==> config.mk <==
export PLATFORM = sky130hd
export DESIGN_NAME = block_scanner
export DESIGN_NICKNAME = d
export VERILOG_FILES = /design/src/rtl/block_scanner.sv
export SDC_FILE = /design/constraint.sdc
export NUM_CORES = 2
export LEC_CHECK = 0
export CAP_MARGIN = 20
export CORE_AREA = 2 2 402 404
export DETAILED_ROUTE_END_ITERATION = 8
export DIE_AREA = 0 0 404 406
export PLACE_DENSITY = 0.77
export SLEW_MARGIN = 10
export SYNTH_ARGS = -nofsm -noshare
export SYNTH_HDL_FRONTEND = slang
export SYNTH_SLANG_ARGS = --single-unit
==> constraint.sdc <==
create_clock -name i_clk -period 16.1 [get_ports i_clk]
set_clock_uncertainty 0.2 [all_clocks]
set_input_delay 2.415 -clock i_clk [delete_from_list [all_inputs] [get_ports i_clk]]
set_output_delay 2.415 -clock i_clk [all_outputs]
set_load 0.005 [all_outputs]
==> src/rtl/block_scanner.sv <==
// block_scanner: walks a 2-row, WIN_W-wide window across a latched row pair
// at a fixed stride and emits each window over a valid/ready handshake.
module block_scanner #(
    parameter int ROW_WIDTH = 512,
    parameter int WIN_W = 3,
    parameter int STRIDE = 1,
    localparam int NPOS = (ROW_WIDTH - WIN_W) / STRIDE + 1,
    localparam int PW = (NPOS > 1) ? $clog2(NPOS) : 1
) (
    input  logic                 i_clk,
    input  logic                 i_rst_n,
    input  logic                 i_start,
    input  logic [ROW_WIDTH-1:0] i_1st_row,
    input  logic [ROW_WIDTH-1:0] i_2nd_row,
    input  logic                 i_bottom_or_top_search,
    input  logic                 i_skip_empty,
    input  logic                 i_ready,
    output logic [2*WIN_W-1:0]   o_block,
    output logic                 o_valid,
    output logic [PW-1:0]        o_pos,
    output logic                 o_last,
    output logic                 o_busy,
    output logic                 o_done
);
    localparam logic [1:0] IDLE = 2'd0;
    localparam logic [1:0] SCAN = 2'd1;
    localparam logic [1:0] DONE = 2'd2;
    localparam int IW = (ROW_WIDTH > 1) ? $clog2(ROW_WIDTH) : 1;
    localparam logic [PW-1:0] LAST = PW'(NPOS - 1);

    logic [1:0]           state;
    logic [PW-1:0]        pos;
    logic [ROW_WIDTH-1:0] row1, row2;
    logic                 dir, skip;
    logic [WIN_W-1:0]     win1, win2;
    logic                 empty, adv;

    // Window bit i is taken walking away from the scan origin, so the
    // bit nearest the origin always lands in the MSB of each half.
    always_comb begin
        win1 = '0;
        win2 = '0;
        for (int i = 0; i < WIN_W; i++) begin
            int b;
            logic [IW-1:0] ix;
            b = int'(pos) * STRIDE;
            ix = IW'(dir ? b + i : ROW_WIDTH - 1 - b - i);
            win1[WIN_W-1-i] = row1[ix];
            win2[WIN_W-1-i] = row2[ix];
        end
    end

    assign o_block = {win1, win2};
    assign empty   = ~|o_block;
    assign o_valid = (state == SCAN) && !(skip && empty);
    assign adv     = (state == SCAN) && (i_ready || (skip && empty));
    assign o_pos   = pos;
    assign o_last  = (state == SCAN) && (pos == LAST);
    assign o_busy  = state != IDLE;
    assign o_done  = state == DONE;

    always_ff @(posedge i_clk or negedge i_rst_n) begin
        if (!i_rst_n) begin
            state <= IDLE;
            pos   <= '0;
            row1  <= '0;
            row2  <= '0;
            dir   <= 1'b0;
            skip  <= 1'b0;
        end else begin
            case (state)
                IDLE: if (i_start) begin
                    state <= SCAN;
                    pos   <= '0;
                    row1  <= i_1st_row;
                    row2  <= i_2nd_row;
                    dir   <= i_bottom_or_top_search;
                    skip  <= i_skip_empty;
                end
                SCAN: if (adv) begin
                    if (pos == LAST) state <= DONE;
                    else pos <= pos + PW'(1);
                end
                default: state <= IDLE;
            endcase
        end
    end
endmodule

==> qor.json <==
{
  "post_cts_resize_count": {"value": 0},
  "drtAntennaViolNets": {"value": 0},
  "worst-slew-pin-transition": {"value": 1320, "unit": "ps"},
  "synth.area.top_cells": {"value": "dfrtp_1, mux4_2, mux2_2, mux2i_1, o21ai_0"},
  "cts_hold_buffers": {"value": 0},
  "cts_tree": {"value": "built"},
  "gpl.final_weighted_congestion": {"value": 1.01},
  "synthesis_warning_total": {"value": 0},
  "outcome": {"value": "finished, violations left"},
  "grt.overflow.total": {"value": 0},
  "fill_cell_count": {"value": 12679},
  "detail_route.wirelength": {"value": 379000, "unit": "um"},
  "post-route-period-util": {"value": 73.4, "unit": "%"},
  "synthCells": {"value": 7468},
  "clock_sink_count": {"value": 1037},
  "die_width": {"value": 404, "unit": "um"},
  "post-dp-hpwl": {"value": 270000, "unit": "um"},
  "hold_violations": {"value": 0},
  "multiInputGateArea": {"value": 53200, "unit": "um^2"},
  "synthDominantAreaCellType": {"value": "dfrtp_1"},
  "design.core.area": {"value": 160000, "unit": "um^2"},
  "number_of_buffers_created_by_cts": {"value": 110},
  "grt_max_degree": {"value": 183},
  "rsz0062_at_grt": {"value": "no"},
  "initial_cell_density_of_the_core": {"value": 51.7, "unit": "%"},
  "clk_pin_slew": {"value": 70, "unit": "ps"},
  "yosys_most_used_dff": {"value": "dfrtp_1"},
  "num_vias": {"value": 77519},
  "max_freq": {"value": 0.0847, "unit": "GHz"},
  "cts_setup_buffers": {"value": 0},
  "setup.worst_path.end_class": {"value": "output port"},
  "post_layout_nonfiller_instances": {"value": 10272},
  "setup-violations-final": {"value": 0},
  "die_footprint": {"value": 164000, "unit": "um^2"},
  "dpl.cell_count": {"value": 10026},
  "min_path_type": {"value": "reg -> reg"},
  "postSynth.asyncResetShare": {"value": 100, "unit": "%"},
  "rows": {"value": 147},
  "cp_max_fo": {"value": 159},
  "yosysSeqAreaShare": {"value": 31.4, "unit": "%"},
  "final_cell_area": {"value": 97700, "unit": "um^2"},
  "drt_pre_antenna_iters": {"value": 9},
  "die_h": {"value": 406, "unit": "um"},
  "detailed_place.area": {"value": 93800, "unit": "um^2"},
  "worstSetupStartpointType": {"value": "flip-flop"},
  "clock_path_buffers": {"value": 3},
  "slew_violations": {"value": 0},
  "drv.max_cap_violation_count": {"value": 0},
  "cts_root_buf": {"value": "clkbuf_16"},
  "synth_cell_type_count": {"value": 93},
  "setup_tns": {"value": 0, "unit": "ps"},
  "critical_path_class": {"value": "reg -> out"},
  "synth_top_cell_area_share": {"value": 31.4, "unit": "%"},
  "post_synth_instance_area": {"value": 82500, "unit": "um^2"},
  "post-synth-top-count-cell": {"value": "mux2_2"},
  "antenna_found_initial": {"value": 64},
  "cp_slowest_cell": {"value": "dfrtp_4"},
  "cp_slowest_stage_delay": {"value": 1180, "unit": "ps"},
  "post_drt_wl_per_cell": {"value": 36.9, "unit": "um"},
  "grt_pass1_wl": {"value": 531000, "unit": "um"},
  "synth_edf_count": {"value": 0},
  "finish.net_count": {"value": 9093},
  "critical_path_arrival": {"value": 9190, "unit": "ps"},
  "floorplan.io_pins": {"value": 1049},
  "route.detailed.vias_per_inst": {"value": 7.55},
  "worstSkewPairLatency": {"value": 800, "unit": "ps"},
  "timing.critical_path.required": {"value": 13490, "unit": "ps"},
  "postSynthRegisterBits": {"value": 1037},
  "period_needed": {"value": 11810, "unit": "ps"},
  "place.port_buffers": {"value": 1048},
  "cts-htree-levels": {"value": 3},
  "worstPathCellList": {"value": "buf_4 > nand2b_4 > buf_12 > buf_4 > o22ai_1 > a21oi_1 > nor3_1 > clkbuf_4 > nor4_1 > nand2_1 > o21ai_0 > nand4_1 > nor4b_4 > nand4_1 > and2_1 > clkdlybuf4s50_1"},
  "drt_first_iter_violations": {"value": 12924},
  "postSynthNetCount": {"value": 8503},
  "synth_area_per_cell": {"value": 11.1, "unit": "um^2"},
  "grt_util_all_layers": {"value": 44.8, "unit": "%"},
  "grt_pass1_vias": {"value": 73522},
  "relSlewSlack": {"value": 12.0, "unit": "%"},
  "synth_to_layout_area_growth": {"value": 18.4, "unit": "%"},
  "seq_area": {"value": 26000, "unit": "um^2"},
  "failed_checks": {"value": "DRC"},
  "remaining_drc_errors": {"value": 5},
  "yosys-top-cells-count": {"value": "mux2_2, dfrtp_1, mux2i_1"},
  "final_layout_size_suffix_gt1_share": {"value": 26.2, "unit": "%"}
}
-- flip-flops by register name, indices dropped and copies added (netlist names) --
signal and count:
row1 512, skip 1, o_pos 9, row2 512, state 2, dir 1
-- cell families (layout without fill, tap and decap cells) --
kind of cell / Yosys count / in the layout / synth area share (%)
buffers and inverters: 760 / 1437 / 4.61
AO/OA/AOI/OAI: 2020 / 2020 / 14.6
flip-flops: 1037 / 1037 / 31.4
AND/OR/NAND/NOR: 896 / 896 / 5.06
adder cells (fa/ha/maj): 5 / 5 / 0.0758
other: 0 / 41 / 0
multiplexers: 2731 / 2731 / 44.0
XOR/XNOR: 19 / 19 / 0.211
-- cell usage in the layout, fill, tap and decap left out, types with 17 or more instances in the layout --
master              n
and3_1             26
nand4_1            18
nor3_1            182
a211oi_1           19
clkdlybuf4s50_1  1047
o211ai_1           25
a22oi_1           145
mux4_2            607
a21oi_1           423
a22o_1             18
buf_4             149
nor4_1             37
nand3_1            37
o22ai_1           335
mux2i_1          1035
diode_2            41
o32ai_1            36
dfrtp_1          1034
mux2_2           1070
mux2_1             17
clkbuf_8           18
a221oi_1           37
o21ai_0           774
nor2_1            209
buf_12             18
clkbuf_1           21
clkbuf_16         110
nand2_1           276
o31ai_1            20
o21ai_1            26
-- metrics by stage --
stage / setup WS, ps / hold WS [ps] / util [%]
after floorplan: 8610 / 280 / -
after global placement: 5390 / 335 / 58.7
after detailed placement: 5290 / 342 / 58.8
after CTS: 4440 / 356 / 61.0
after global routing: 4150 / 368 / 61.1
final: 4290 / 356 / 61.2
-- per-layer routing --
layer,wire (um),GRT usage (%),part of all wire (%),vias to the layer above
met5,323,0.119,0.085,-
met4,32500,30.2,8.6,44
met3,56900,19.0,15,1752
met2,156000,63.3,41,6879
met1,133000,55.6,35,38231
li1,-,-,-,30613
-- final cells by class --
cell class                 instances  area share [%]
antenna                           41           0.105
clock buffer                     149            3.15
clock inverter                    50           0.578
inverter                          15          0.0653
multi-input combinational       5671            54.4
sequential                      1037            26.6
tap                             2086            2.67
timing repair buffer            1223            12.4
-- critical path, delay by kind of cell (launching register included) --
family          cells  cell delay [ps]
simple gates        8             3130
buf+inv             5             2940
flops               1             1180
compound gates      3              910
-- path summary, 6_finish.rpt --
check                           cells after the start  slack, ps            startpoint                     to
worst max register to register                     16       7590  o_pos[1]$_DFFE_PN0P_   o_pos[8]$_DFFE_PN0P_
worst min-delay path                                1        360      skip$_DFFE_PN0P_       skip$_DFFE_PN0P_
max in group asynchronous                           4      11190               i_rst_n  row2[201]$_DFFE_PN0P_
worst max-delay path                               16       4290  o_pos[1]$_DFFE_PN0P_                o_valid
min in group asynchronous                           1       1450               i_rst_n  row1[353]$_DFFE_PN0P_
worst min register to register                      1        360      skip$_DFFE_PN0P_       skip$_DFFE_PN0P_
Power is not shown: default switching activity piles up to over one toggle a cycle in this logic, so the estimate is an artifact.
